===== src/rtl/ctrl_pkg.sv =====
// ----------------------------------------------------------------------------
// ctrl_pkg
// Shared definitions for the multi-cycle RV32I control unit:
//   - major opcode constants (inst[6:2])
//   - ALU control codes used by the controller directly
//   - FSM state enum and the decoded instruction class
// Optional macro MC_CTRL_TRAP_EN adds the TRAP state.
// ----------------------------------------------------------------------------
package ctrl_pkg;

    localparam logic [4:0] R_TYPE = 5'b01100;
    localparam logic [4:0] OP_IMM = 5'b00100;
    localparam logic [4:0] LOAD   = 5'b00000;
    localparam logic [4:0] STORE  = 5'b01000;
    localparam logic [4:0] BRANCH = 5'b11000;

    localparam logic [3:0] ALU_ADD = 4'b0000;
    localparam logic [3:0] ALU_SUB = 4'b1000;

    typedef enum logic [2:0] {
        S_FETCH,
        S_DECODE,
        S_EXEC,
        S_MEM,
        S_WB
`ifdef MC_CTRL_TRAP_EN
        , S_TRAP
`endif
    } state_e;

    typedef enum logic [2:0] {
        CLS_R,
        CLS_IMM,
        CLS_LOAD,
        CLS_STORE,
        CLS_BRANCH,
        CLS_ILL
    } iclass_e;

endpackage


===== src/rtl/mc_ctrl_inst_decode.sv =====
// ----------------------------------------------------------------------------
// inst_decode
// Combinational classifier for the instruction register contents.
// Ports:
//   inst_i        : IR contents
//   iclass_o      : instruction class (CLS_ILL when not supported)
//   legal_o       : instruction is one the controller can execute
//   alu_ctrl_o    : ALU operation for this instruction
//   alu_op2_sel_o : 0 = register operand 2, 1 = immediate
// ----------------------------------------------------------------------------
module inst_decode
    import ctrl_pkg::*;
#(
    parameter int INST_WIDTH     = 32,
    parameter int ALU_CTRL_WIDTH = 4
) (
    input  logic [INST_WIDTH-1:0]     inst_i,
    output iclass_e                   iclass_o,
    output logic                      legal_o,
    output logic [ALU_CTRL_WIDTH-1:0] alu_ctrl_o,
    output logic                      alu_op2_sel_o
);

    logic [4:0] opc;
    logic [2:0] f3;
    logic       unused_bits;

    assign opc = inst_i[6:2];
    assign f3  = inst_i[14:12];
    assign unused_bits = ^{inst_i[INST_WIDTH-1:31], inst_i[29:15], inst_i[11:7]};

    always_comb begin
        iclass_o = CLS_ILL;
        if (inst_i[1:0] == 2'b11) begin
            case (opc)
                R_TYPE: iclass_o = CLS_R;
                OP_IMM: iclass_o = CLS_IMM;
                LOAD:   iclass_o = CLS_LOAD;
                STORE:  iclass_o = CLS_STORE;
                // only BEQ (000) and BNE (001) are supported
                BRANCH: if (f3[2:1] == 2'b00) iclass_o = CLS_BRANCH;
                default: iclass_o = CLS_ILL;
            endcase
        end
    end

    assign legal_o = (iclass_o != CLS_ILL);

    always_comb begin
        alu_ctrl_o    = ALU_CTRL_WIDTH'(ALU_ADD);
        alu_op2_sel_o = 1'b0;
        case (iclass_o)
            CLS_R:   alu_ctrl_o = ALU_CTRL_WIDTH'({inst_i[30], f3});
            CLS_IMM: begin
                // inst[30] is part of the immediate except for SRAI
                alu_ctrl_o    = ALU_CTRL_WIDTH'({(f3 == 3'b101) & inst_i[30], f3});
                alu_op2_sel_o = 1'b1;
            end
            CLS_LOAD, CLS_STORE: alu_op2_sel_o = 1'b1;
            CLS_BRANCH: alu_ctrl_o = ALU_CTRL_WIDTH'(ALU_SUB);
            default: ;
        endcase
    end

endmodule


===== src/rtl/mc_ctrl.sv =====
// ----------------------------------------------------------------------------
// mc_ctrl
// Multi-cycle RV32I control FSM: FETCH -> DECODE -> EXEC -> [MEM] -> [WB].
// Outputs are combinational from the state register and inst.
// Optional macro MC_CTRL_TRAP_EN: illegal instructions lock the FSM in
// TRAP with a sticky 'illegal' flag; otherwise they retire as a NOP.
// Ports:
//   clk, rst (async, active-high)
//   inst                      : IR contents
//   imem_rd_en / imem_ack     : fetch request / data valid
//   ir_wr_en                  : load the IR
//   dmem_rd_en, dmem_wr_en    : load / store request; dmem_ack completes
//   alu_ctrl, alu_op2_sel     : ALU op and operand 2 select; alu_zero in
//   reg_file_wr_en            : register write; reg_file_wr_back_sel 1=ALU
//   pc_wr_en, pc_src_sel      : PC update, 0 = PC+4, 1 = branch target
//   illegal                   : sticky illegal-instruction flag
// ----------------------------------------------------------------------------
module mc_ctrl
    import ctrl_pkg::*;
#(
    parameter int INST_WIDTH     = 32,
    parameter int ALU_CTRL_WIDTH = 4
) (
    input  logic                      clk,
    input  logic                      rst,
    input  logic [INST_WIDTH-1:0]     inst,
    output logic                      imem_rd_en,
    input  logic                      imem_ack,
    output logic                      ir_wr_en,
    output logic                      dmem_rd_en,
    output logic                      dmem_wr_en,
    input  logic                      dmem_ack,
    output logic [ALU_CTRL_WIDTH-1:0] alu_ctrl,
    output logic                      alu_op2_sel,
    input  logic                      alu_zero,
    output logic                      reg_file_wr_en,
    output logic                      reg_file_wr_back_sel,
    output logic                      pc_wr_en,
    output logic                      pc_src_sel,
    output logic                      illegal
);

    state_e                    state_q;
    iclass_e                   cls;
    logic                      legal;
    logic [ALU_CTRL_WIDTH-1:0] dec_alu_ctrl;
    logic                      dec_op2_sel;

    inst_decode #(
        .INST_WIDTH     (INST_WIDTH),
        .ALU_CTRL_WIDTH (ALU_CTRL_WIDTH)
    ) u_dec (
        .inst_i        (inst),
        .iclass_o      (cls),
        .legal_o       (legal),
        .alu_ctrl_o    (dec_alu_ctrl),
        .alu_op2_sel_o (dec_op2_sel)
    );

    always_ff @(posedge clk or posedge rst) begin
        if (rst) begin
            state_q <= S_FETCH;
        end else begin
            case (state_q)
                S_FETCH:  if (imem_ack) state_q <= S_DECODE;
                S_DECODE: begin
                    if (legal)
                        state_q <= S_EXEC;
                    else
`ifdef MC_CTRL_TRAP_EN
                        state_q <= S_TRAP;
`else
                        state_q <= S_FETCH;
`endif
                end
                S_EXEC: begin
                    case (cls)
                        CLS_R, CLS_IMM:       state_q <= S_WB;
                        CLS_LOAD, CLS_STORE:  state_q <= S_MEM;
                        default:              state_q <= S_FETCH;
                    endcase
                end
                S_MEM: if (dmem_ack) state_q <= (cls == CLS_LOAD) ? S_WB : S_FETCH;
                S_WB:  state_q <= S_FETCH;
`ifdef MC_CTRL_TRAP_EN
                S_TRAP: state_q <= S_TRAP;
`endif
                default: state_q <= S_FETCH;
            endcase
        end
    end

    // rst gates everything so outputs are quiet for the whole reset pulse,
    // even though the state already reads FETCH.
    always_comb begin
        imem_rd_en           = 1'b0;
        ir_wr_en             = 1'b0;
        dmem_rd_en           = 1'b0;
        dmem_wr_en           = 1'b0;
        alu_ctrl             = '0;
        alu_op2_sel          = 1'b0;
        reg_file_wr_en       = 1'b0;
        reg_file_wr_back_sel = 1'b0;
        pc_wr_en             = 1'b0;
        pc_src_sel           = 1'b0;
        if (!rst) begin
            case (state_q)
                S_FETCH: begin
                    imem_rd_en = 1'b1;
                    ir_wr_en   = imem_ack;
                end
                S_DECODE: begin
`ifndef MC_CTRL_TRAP_EN
                    // illegal instruction retires as a NOP
                    pc_wr_en = !legal;
`endif
                end
                S_EXEC: begin
                    alu_ctrl    = dec_alu_ctrl;
                    alu_op2_sel = dec_op2_sel;
                    if (cls == CLS_BRANCH) begin
                        pc_wr_en   = 1'b1;
                        // inst[12] distinguishes BNE from BEQ
                        pc_src_sel = inst[12] ? !alu_zero : alu_zero;
                    end
                end
                S_MEM: begin
                    alu_ctrl    = dec_alu_ctrl;
                    alu_op2_sel = dec_op2_sel;
                    if (cls == CLS_LOAD) begin
                        dmem_rd_en = 1'b1;
                    end else begin
                        dmem_wr_en = 1'b1;
                        pc_wr_en   = dmem_ack;
                    end
                end
                S_WB: begin
                    alu_ctrl             = dec_alu_ctrl;
                    alu_op2_sel          = dec_op2_sel;
                    reg_file_wr_en       = 1'b1;
                    reg_file_wr_back_sel = (cls != CLS_LOAD);
                    pc_wr_en             = 1'b1;
                end
                default: ;
            endcase
        end
    end

`ifdef MC_CTRL_TRAP_EN
    assign illegal = !rst && (state_q == S_TRAP);
`else
    assign illegal = 1'b0;
`endif

endmodule

===== config.mk =====
export PLATFORM = sky130hd
export DESIGN_NAME = mc_ctrl
export DESIGN_NICKNAME = d
export VERILOG_FILES = /design/src/rtl/ctrl_pkg.sv /design/src/rtl/mc_ctrl_inst_decode.sv /design/src/rtl/mc_ctrl.sv
export SDC_FILE = /design/constraint.sdc
export NUM_CORES = 1
export LEC_CHECK = 0
export BUFFER_PORTS_ARGS = -buffer_cell sky130_fd_sc_hd__buf_2
export CORE_MARGIN = 10
export CORE_UTILIZATION = 35
export DETAILED_ROUTE_END_ITERATION = 8
export GPL_TIMING_DRIVEN = 0
export PLACE_DENSITY = 0.82
export SKIP_CTS_REPAIR_TIMING = 1
export SLEW_MARGIN = 5
export SYNTH_ARGS = -nofsm -noshare
export SYNTH_HDL_FRONTEND = slang
export SYNTH_SLANG_ARGS = --single-unit

===== constraint.sdc =====
create_clock -name clk -period 1.9 [get_ports clk]
set_input_delay 0.38 -clock clk [delete_from_list [all_inputs] [get_ports clk]]
set_output_delay 0.38 -clock clk [all_outputs]
set_load 0.02 [all_outputs]

Word-level counts from Yosys, hierarchy flattened
Cells that the tools add are included.

Bits in registers: 3. Input bits: 37. Output and inout bits: 14. Word-level logic and storage cells: 68.

Equality and inequality tests: 18. Mux-type cells: 37. Bitwise logic cells: 1. Reductions and logical operators: 11.

Operators with widths (count): $mux W1 (25); $pmux W3 S5 (1); $eq A3 B2 Y1 const B (4); $mux W3 (4); $pmux W3 S4 (1); $pmux W4 S3 (1); $eq A5 B4 Y1 const B (2); $eq A3 B3 Y1 const B (3); $mux W4 (2); $eq A3 B1 Y1 const B (2); $logic_not A3 Y1 (2); $pmux W3 S2 (1); $reduce_or A3 Y1 (2); $eq A5 B3 Y1 const B (1); $eq A5 B5 Y1 const B (1); $logic_not A5 Y1 (1); $ne A2 B2 Y1 const B (2); $pmux W1 S4 (1); $reduce_or A2 Y1 (2); $ne A3 B2 Y1 const B (1); $ne A3 B3 Y1 const B (1); $eq A2 B2 Y1 const B (1); $logic_not A1 Y1 (2); $logic_not A2 Y1 (1); 3 further kinds (3).

Logic depth before layout (Yosys ltp)
Gate-level depths: netlist of the first run.

Word-level depth: 9. Depth in mapped cells: 4. Depth with buffers taken out: 3.

Modules after synthesis
Synthesis of the first run repeated with hierarchy kept, for this count alone.

Cell total of the unflattened synthesis: 66. Area total of the unflattened synthesis: 485.5 µm².

Modules (own cells, without submodules): mc_ctrl (times used 1, cells each 46, area each 352.8 µm², seq. area each 75.1 µm²); inst_decode (times used 1, cells each 20, area each 132.6 µm², seq. area each 0.0 µm²).

Least setup slack after synthesis of the first run
No wires, ideal clock.

Path kind: register to output. Start point: reg state_q[2]. End point: out reg_file_wr_back_sel. Arrival: 1612 ps. Data required time: 1520 ps. Setup slack: -92 ps. Stages on the path, launching flop included: 5. Buffers on the path: 1. Path through: dfrtp_1 > clkbuf_2 > nor2b_1 > nor3b_1 > nor2b_1.

Cells in the longest elaborated chain, start to end: 3.

Ends and longest elaborated chain: start: declaration (line mc_ctrl.sv:43) `state_e state_q;`; start signal: assignment (line mc_ctrl.sv:83) `S_MEM: if (dmem_ack) state_q <= (cls == CLS_LOAD) ? S_WB : S_FETCH;`; $eq A3 B3 Y1 (line mc_ctrl.sv:107) `case (state_q)`; $mux W1 (line mc_ctrl.sv:107); $mux W1 (line mc_ctrl.sv:106) `if (!rst) begin`; end: declaration (line mc_ctrl.sv:37) `output logic reg_file_wr_back_sel,`.

Every way passes these cells.

Worst setup path in the final report of the first run
Start point: reg state_q[2]. End point: out pc_wr_en.

Cells in the longest elaborated chain, start to end: 3. Elaborated cells on any way between the ends: 6. Those cells by class: eq/ne: 4; mux: 2.

Ends and longest elaborated chain: $eq A3 B3 Y1, or another cell as far along (line mc_ctrl.sv:107); $pmux W1 S4 * (line mc_ctrl.sv:107); $mux W1 * (line mc_ctrl.sv:106); end: declaration (line mc_ctrl.sv:38) `output logic pc_wr_en,`.

Mark *: on every way between the ends. The rest lies on a longest branch, timed or not.

==> metrics.cfg, run 1 <==
[power_and_ir_drop]
p_leak_uw = 0.0003605
ir_drop_mv = 0.4081
power.density_nw_per_um2 = 681.5
finalPower_uw = 573.0

[sta]
fin_worst_skew_ns = 0.002490
holdWs_ns = 0.2021
layout_setup_ws_ns = -0.01523
final-hold-violation-count = 0
period_share = 1.008
final-setup-viol-count = 2
period_minus_slack_ns = 1.915
fmax_mhz = 522.1
grt_setup_unrepaired = true
maxSlewViolCount = 0

[cts]
cts_root_buf = clkbuf_4
clock_path_buffers = 2
cts_tree = yes
numCtsBuffers = 3
clk_latency_ns = 0.23
cts.sinks = 3
clk_pin_slew_ns = 0.04
htreeDepth = 1

[worst_setup_path]
rr_worst_depth = 4
r2r-start = state_q[1]$_DFFE_PP0P_
r2r_end = state_q[0]$_DFFE_PP0P_
r2r_slack_ns = 0.64
cp_max_fo = 8
cp.arrival_ns = 1.54
critical_path_class = reg2out
endpoint_kind = primary output
worst-endpoint-required_ns = 1.52
startpoint_type = flip-flop

[cells_and_area]
areaGrowthSynthToFinish_pct = 56.28
utilization = 0.5714
diodes = 0
top_regs = state_q (3)
regMostFlops = state_q
layout-drive-gt1-share = 0.5490
largest_reg_flops = 3
final_nets = 140

[job]
max-cap-violations = 0

[floorplanning]
die_h_um = 59.21
dieArea_um2 = 3505
std_cell_rows = 14
start_util = 0.3656
ios = 51
dieWidth_um = 59.21
core_um2 = 1471

[drt]
first_iter_violations = 31
wire_per_inst_um = 14.64
ant_nets = 0
route.vias.total = 643
viasPerCell = 5.449
firstDrtPassIters = 4
drcViolationCount = 0
totalWireLength_um = 1727

[synthesis]
yosys-top-cells-area = dfrtp_1 (14%), nor4b_4 (8.8%), nor2b_1 (5.8%)
yosys-top-cells-count = inv_1 (6), nor3_1 (6), nor2b_1 (5)
yosysTopAreaCellShare = 0.1395
synth_top_cell_by_area = dfrtp_1
syn-num-nets = 105
synth_warnings = 0
synth-async-reset-ratio = 1.000
ys_ff_latch = 3
dominantRegCellSynth = dfrtp_1
synth_edf_count = 0
syn_inst = 68
synth_top_family_by_area = simple AND/OR/NAND/NOR gates
synth_fa_ha_area_frac = 0
synthesis.area_um2 = 538.0
muxShareOfSynthArea = 0
synth-simple-area-share = 0.4744
synth_xor_area_frac = 0.01628
yosysSeqAreaShare = 0.1395
avgSynthCellArea_um2 = 7.912
ys_types = 37
synth_compound_area_frac = 0.2419

[place]
place_congestion = 0.8395
place_ws_ns = -0.01814
hpwl_um = 1353
portBuffers = 26

[hold_path]
hold_path_class = in2async

[global_routing]
grt_pass1_wl_um = 2677
antenna_found_initial = 0
grtUsageTotal = 0.09406
use_met3 = 0.05150
use_met1 = 0.09736
grt_max_degree = 11
busiest_layer = met2
grt-ovfl-total = 0
grt_pass1_vias = 611
use_met2 = 0.1620

[status]
violations = negative setup slack
status = finished with violations

layout make-up:
cell class / count / area (µm²)
fill: 129 / 630.6
multi-input combinational: 52 / 474.2
timing repair buffer: 31 / 182.7
sequential: 3 / 77.57
buffer: 6 / 37.54
clock buffer: 4 / 26.28
inverter: 6 / 22.52
tap: 16 / 20.02
worst max-delay path: stages, from the launching register on:
cell and delay [ns]:
dfrtp_2 0.45, and2b_2 0.28, a41oi_1 0.12, o32ai_1 0.24, buf_2 0.21
cells by family (layout without fill, tap and decap cells):
family | count (synthesis) | in the layout
flip-flops | 3 | 3
AO/OA/AOI/OAI | 15 | 15
XOR/XNOR | 1 | 1
other | 1 | 1
buffers and inverters | 13 | 47
AND/OR/NAND/NOR | 35 | 35
metal layers:
layer | up-vias | wire length, µm
li1 | 326 | -
met1 | 295 | 694
met2 | 22 | 891
met3 | 0 | 142
met4 | 0 | 0
met5 | - | 0
where the power goes:
part | internal (µW) | leakage, µW | switching, µW
logic | 140 | 0.000310 | 189
registers | 85.9 | 0.0000359 | 44.7
clock network | 78.8 | 0.0000150 | 34.9
total | 305 | 0.000360 | 268
through the flow:
step                area [µm²]  cells  TNS [ns]
floorplan                561.8     68         0
global placement         711.9    110         0
detailed placement       711.9    110  -0.01814
CTS                      738.2    114   -0.6894
global route             840.8    118   -0.4169
finish                   840.8    118  -0.02260
how the worst max path moves through the flow:
| stage | start | end | slack (ns) | depth (start not counted) |
|---|---|---|---|---|
| floorplan | inst[2] | pc_wr_en | 0.05 | 4 |
| global route | state_q[2]$_DFFE_PP0P_ | dmem_wr_en | -0.08 | 5 |
| CTS | state_q[2]$_DFFE_PP0P_ | alu_op2_sel | -0.21 | 5 |
| detailed placement | inst[4] | alu_ctrl[3] | -0.02 | 6 |
| finish | state_q[2]$_DFFE_PP0P_ | pc_wr_en | -0.02 | 4 |
| global placement | inst[4] | alu_ctrl[3] | 0.0003 | 6 |
placed cells by master, fill, tap and decap left out, drive strengths merged, types with 2 or more instances in the layout:
cell     netlist  final
a2111oi        2      2
a211oi         2      2
a311oi         2      2
a31oi          2      2
and2b          2      2
buf            5     36
clkbuf         2      5
dfrtp          3      3
inv            6      6
nand2          2      2
nand3          2      2
nor2           2      2
nor2b          5      5
nor3           6      6
nor3b          2      2
nor4           4      4
nor4b          2      2
o21ai          3      3
Note: power is estimated with default switching activity, not from simulation.
==> run 2: changes to the inputs <==
PLACE_DENSITY = default   (was 0.82)
PLACE_DENSITY_LB_ADDON = 0.05   (was default)
==> run 2 against run 1 <==
Compared with the run above: the flow now finishes without violations; register-to-register slack about the same; clock power about the same; wire length grew 4.5%; combinational power decreased by 3%; sequential share of layout area down 0.30 points; die area stayed put; clock-buffer cell count unchanged; worst hold slack improved by 0.030 ns; non-clock buffer count rose by 1; critical path type is now in2out; largest power group unchanged.
==> metrics.cfg, run 2 (synthesis gave the netlist of run 1 again) <==
[status]
status = complete, no violations

[worst_setup_path]
endpoint_kind = primary output
critical_path_class = in2out
worst-endpoint-required_ns = 1.52  ; about the same
cp.arrival_ns = 1.50  ; -0.04 ns
startpoint_type = input pin
cp_max_fo = 4  ; -4

[place]
hpwl_um = 1426  ; +5.4%
portBuffers = 26  ; unchanged
place_ws_ns = -0.008745  ; +0.009396 ns
place_congestion = 0.7182  ; -14%
placed_cells = 110  ; unchanged

[power_and_ir_drop]
pwr-share-comb = 0.571  ; -0.003
pwr-share-clk = 0.201  ; +0.003
cell_internal_pwr_uw = 292.9  ; -3.9%
power.density_nw_per_um2 = 634.3  ; -6.9%
seqPwrFrac = 0.228  ; about the same
power.switching_uw = 267.5  ; -0.28%
swShare = 0.4773  ; +0.009252
ir_drop_mv = 0.3274  ; -20%
p_leak_uw = 0.0003715  ; +3.1%

[drt]
ant_nets = 0  ; unchanged
firstDrtPassIters = 4  ; unchanged
viasPerCell = 5.546  ; +1.8%
totalWireLength_um = 1805  ; +4.5%
first_iter_violations = 4  ; -87%
drcViolationCount = 0  ; unchanged
route.vias.total = 660  ; +2.6%
wire_per_inst_um = 15.17  ; +3.6%

[cts]
clk_latency_ns = 0.24  ; about the same
cts.sinks = 3  ; unchanged
numCtsBuffers = 3  ; unchanged
clock_path_buffers = 2  ; unchanged
cts_root_buf = clkbuf_4
cts_tree = yes
htreeDepth = 1  ; unchanged
clk_pin_slew_ns = 0.04  ; about the same

[sta]
fmax_mhz = 531.5  ; +1.8%
period_share = 0.9903  ; -0.01769
maxSlewViolCount = 0  ; unchanged
period_minus_slack_ns = 1.882  ; -0.03361 ns
layout_setup_ws_ns = 0.01837  ; +0.03361 ns
fin_worst_skew_ns = 0.005122  ; +0.002632 ns
fin_setup_tns_ns = 0  ; +0.02260 ns
grt_setup_unrepaired = true
final-setup-viol-count = 0  ; -2
final-hold-violation-count = 0  ; unchanged

[global_routing]
antenna_found_initial = 0  ; unchanged
grtUsageTotal = 0.1038  ; +0.009745
grt_pass1_vias = 696  ; +14%
grt_max_degree = 11  ; unchanged
grt_pass1_wl_um = 3029  ; +13%
grt-ovfl-total = 0  ; unchanged

[floorplanning]
std_cell_rows = 14  ; unchanged
dieWidth_um = 59.21  ; unchanged
die_h_um = 59.21  ; unchanged
core_um2 = 1471  ; unchanged
dieArea_um2 = 3505  ; unchanged
ios = 51  ; unchanged
start_util = 0.3656  ; unchanged

[hold_path]
hold_path_class = in2async

[cells_and_area]
areaGrowthSynthToFinish_pct = 64.19
final_cell_mix = buf_2 (22), buf_4 (12), inv_1 (6)
fillers = 144  ; +12%
top_regs = state_q (3)
utilization = 0.6003  ; +0.02891
regMostFlops = state_q
stdcell_count = 119  ; +0.85%
final_nets = 141  ; +0.71%
diodes = 0  ; unchanged
largest_reg_flops = 3  ; unchanged
layout_commonest_cell = buf_2
layout-drive-gt1-share = 0.6019  ; +0.05292

[job]
max-cap-violations = 0  ; unchanged

-- run 2: cell types whose count changed in the layout (fill, tap and decap cells not counted) --
cell / before / now
a41oi_1: 1 / 0
nor3_2: 0 / 1
a41oi_2: 0 / 1
o21ai_1: 2 / 1
buf_2: 23 / 22
buf_6: 1 / 3
dfrtp_1: 1 / 0
o32ai_2: 0 / 1
o32ai_1: 1 / 0
nor3_1: 6 / 5
dfrtp_2: 2 / 3
o21ai_2: 0 / 1
-- run 2: power groups by stage --
stage / Combinational (µW) / Clock [µW] / Sequential, µW
after floorplan: 191 / 0 / 112
after global placement: 263 / 0 / 123
after detailed placement: 263 / 0 / 123
after CTS: 264 / 116 / 122
after global routing: 353 / 123 / 132
final: 320 / 113 / 128
-- run 2: worst paths after layout --
check                                        from                      to  slack, ns  depth (start not counted)
hold / removal                                rst  state_q[0]$_DFFE_PP0P_       0.23                          2
min in group clk                         dmem_ack  state_q[0]$_DFFE_PP0P_       0.50                          3
max in group asynchronous                     rst  state_q[1]$_DFFE_PP0P_       1.48                          2
setup reg to reg           state_q[1]$_DFFE_PP0P_  state_q[0]$_DFFE_PP0P_       0.63                          4
setup / recovery                          inst[2]             alu_ctrl[3]       0.02                          5
hold reg to reg            state_q[2]$_DFFE_PP0P_  state_q[2]$_DFFE_PP0P_       0.53                          1
-- run 2: cell type report --
cell class / instances / area [µm²] / share of cell area
tap: 16 / 20.02 / 0.02266
inverter: 6 / 22.52 / 0.02550
timing repair buffer: 32 / 193.9 / 0.2195
multi-input combinational: 52 / 498.0 / 0.5637
clock buffer: 4 / 26.28 / 0.02975
buffer: 6 / 43.79 / 0.04958
sequential: 3 / 78.83 / 0.08924
-- run 2: critical path: stages --
cell and delay, ns:
buf_2 0.10, nand4bb_1 0.39, a211oi_2 0.37, a2111oi_4 0.08
buf_4 0.17
-- run 2: metal layers --
metal / track usage / part of all wire / wire length, µm
met2: 0.1679 / 0.48 / 865
met3: 0.03004 / 0.070 / 127
met4: 0.04918 / 0.012 / 21
met1: 0.1211 / 0.44 / 789
met5: 0 / 0 / 0
-- run 2: stage by stage --
step                cell area, µm²  hold slack [ns]  total power (µW)
floorplan                    561.8           0.3767             302.3
global placement             711.9           0.4486             385.5
detailed placement           711.9           0.4626             386.0
CTS                          738.2           0.2128             502.2
global route                 883.3           0.2585             607.5
finish                       883.3           0.2320             560.3
==> run 3: changes to the inputs <==
REMOVE_ABC_BUFFERS = 1   (was default)
==> run 3 against run 2 <==
Compared with the run above: sequential share of layout area up 1.3 points; wire length increased by 2.0%; first-iteration DRC count rose by 100%; non-clock buffer count decreased by 3; register-to-register slack better by 0.07 ns; clock skew is 0.0031 ns lower; power down 0.39%; worst setup slack lost 0.036 ns; highest routed layer unchanged; clock-buffer cell count unchanged; the run now ends with negative setup slack left; combinational power shrank 2%; cell area shrank 12%; largest power group unchanged; critical path depth fell by 1.
==> metrics.cfg, run 3 (synthesis gave the netlist of run 1 again) <==
[drt]
route.vias.total = 651  ; -1.4%
firstDrtPassIters = 4  ; unchanged
ant_nets = 0  ; unchanged
totalWireLength_um = 1842  ; +2.0%
first_iter_violations = 8  ; +4
wire_per_inst_um = 15.88  ; +4.7%
drcViolationCount = 0  ; unchanged
viasPerCell = 5.612  ; +1.2%

[worst_setup_path]
cp.arrival_ns = 1.54  ; +0.04 ns
endpoint_kind = primary output
critical_path_class = reg2out
cpLargestDelayFamily = flip-flops
cp_max_fo = 7  ; +3
crit_chain = and2b_2 -> a41oi_1 -> o32ai_1 -> buf_2
startpoint_type = flip-flop
worst-endpoint-required_ns = 1.52  ; about the same
crit_buf_inv = 1  ; -1
cp_slowest_cell = dfrtp_2
max_stage_delay_ns = 0.44  ; +0.05 ns

[cts]
clk_pin_slew_ns = 0.04  ; about the same
htreeDepth = 1  ; unchanged
clock_path_buffers = 2  ; unchanged
numCtsBuffers = 3  ; unchanged
cts.sinks = 3  ; unchanged
cts_root_buf = clkbuf_4
cts_tree = yes
clk_latency_ns = 0.24  ; about the same

[power_and_ir_drop]
power.density_nw_per_um2 = 721.8  ; +14%
p_leak_uw = 0.0003465  ; -6.7%
ir_drop_mv = 0.3239  ; -1.1%

[global_routing]
antenna_found_initial = 0  ; unchanged
grt-ovfl-total = 0  ; unchanged
busiest_layer = met2
use_met1 = 0.1119  ; -0.009190
grt_pass1_vias = 618  ; -11%
grt_pass1_wl_um = 2628  ; -13%
grtUsageTotal = 0.09153  ; -0.01227
grt_max_degree = 15  ; +4
use_met3 = 0.006438  ; -0.02361
use_met2 = 0.1530  ; -0.01486

[status]
status = finished with violations
violations = negative setup slack

[sta]
final-hold-violation-count = 0  ; unchanged
period_share = 1.009  ; +0.01879
period_minus_slack_ns = 1.917  ; +0.03570 ns
maxSlewViolCount = 0  ; unchanged
fin_worst_skew_ns = 0.002067  ; -0.003054 ns
layout_setup_ws_ns = -0.01733  ; -0.03570 ns
holdWs_ns = 0.1335  ; -0.09851 ns
fmax_mhz = 521.6  ; -1.9%
final-setup-viol-count = 1  ; +1
grt_setup_unrepaired = true

[cells_and_area]
final_nets = 138  ; -2.1%
diodes = 0  ; unchanged
areaGrowthSynthToFinish_pct = 43.72
layout_commonest_cell = buf_2
top_regs = state_q (3)
layout-drive-gt1-share = 0.5300  ; -0.07194
utilization = 0.5255  ; -0.07483
regMostFlops = state_q
largest_reg_flops = 3  ; unchanged
final_cell_mix = buf_2 (24), buf_4 (11), inv_1 (6)

[floorplanning]
die_h_um = 59.21  ; unchanged
start_util = 0.3656  ; unchanged
dieWidth_um = 59.21  ; unchanged
ios = 51  ; unchanged
std_cell_rows = 14  ; unchanged
dieArea_um2 = 3505  ; unchanged
core_um2 = 1471  ; unchanged

[place]
portBuffers = 28  ; +7.7%
hpwl_um = 1282  ; -10%
place_congestion = 0.7545  ; +5.1%

[job]
max-cap-violations = 0  ; unchanged

[hold_path]
hold_path_class = in2async

run 3: final cells by class:
| cell class | instances | area, µm² |
|---|---|---|
| clock buffers | 4 | 26.28 |
| well taps | 16 | 20.02 |
| inverters | 6 | 22.52 |
| fillers | 149 | 698.2 |
| flip-flops and latches | 3 | 78.83 |
| multi-input cells | 52 | 422.9 |
| repair buffers | 35 | 202.7 |
run 3: final timing paths:
| path | startpoint | endpoint | slack [ns] | cells past startpoint |
|---|---|---|---|---|
| min in group clk | dmem_ack | state_q[0]$_DFFE_PP0P_ | 0.52 | 3 |
| max | state_q[2]$_DFFE_PP0P_ | pc_wr_en | -0.02 | 4 |
| min | rst | state_q[1]$_DFFE_PP0P_ | 0.13 | 2 |
| max in group asynchronous | rst | state_q[0]$_DFFE_PP0P_ | 1.57 | 2 |
| min reg2reg | state_q[2]$_DFFE_PP0P_ | state_q[0]$_DFFE_PP0P_ | 0.61 | 2 |
| max reg2reg | state_q[0]$_DFFE_PP0P_ | state_q[2]$_DFFE_PP0P_ | 0.70 | 4 |
run 3: worst register-to-register path: cells and delay by family (launching register included):
kind | cells | cell delay (ns)
buf+inv | 1 | 0.17
compound gates | 1 | 0.06
simple gates | 2 | 0.41
flops | 1 | 0.43
run 3: metal layers:
layer,part of all wire,vias up
met5,0,-
met4,0.012,0
met3,0.017,4
met2,0.55,20
met1,0.42,304
li1,-,323
run 3: where the power goes:
part           internal [µW]  switching [µW]
registers               88.1            39.5
logic                    142             173
clock network           79.0            37.1
total                    309             249
run 3: per-stage QoR:
stage                     instances  instance area (µm²)  power (µW)  worst slack, ns  setup TNS, ns
after floorplan                  61                495.5       269.8         -0.09134        -0.1999
after global placement          105                655.6       353.5         -0.02743       -0.02743
after detailed placement        105                655.6       355.2         -0.01556       -0.01556
after CTS                       109                681.9       478.0          -0.2367        -0.7853
after global routing            116                773.2       600.6         -0.07004        -0.3512
final                           116                773.2       558.1         -0.01733       -0.01733
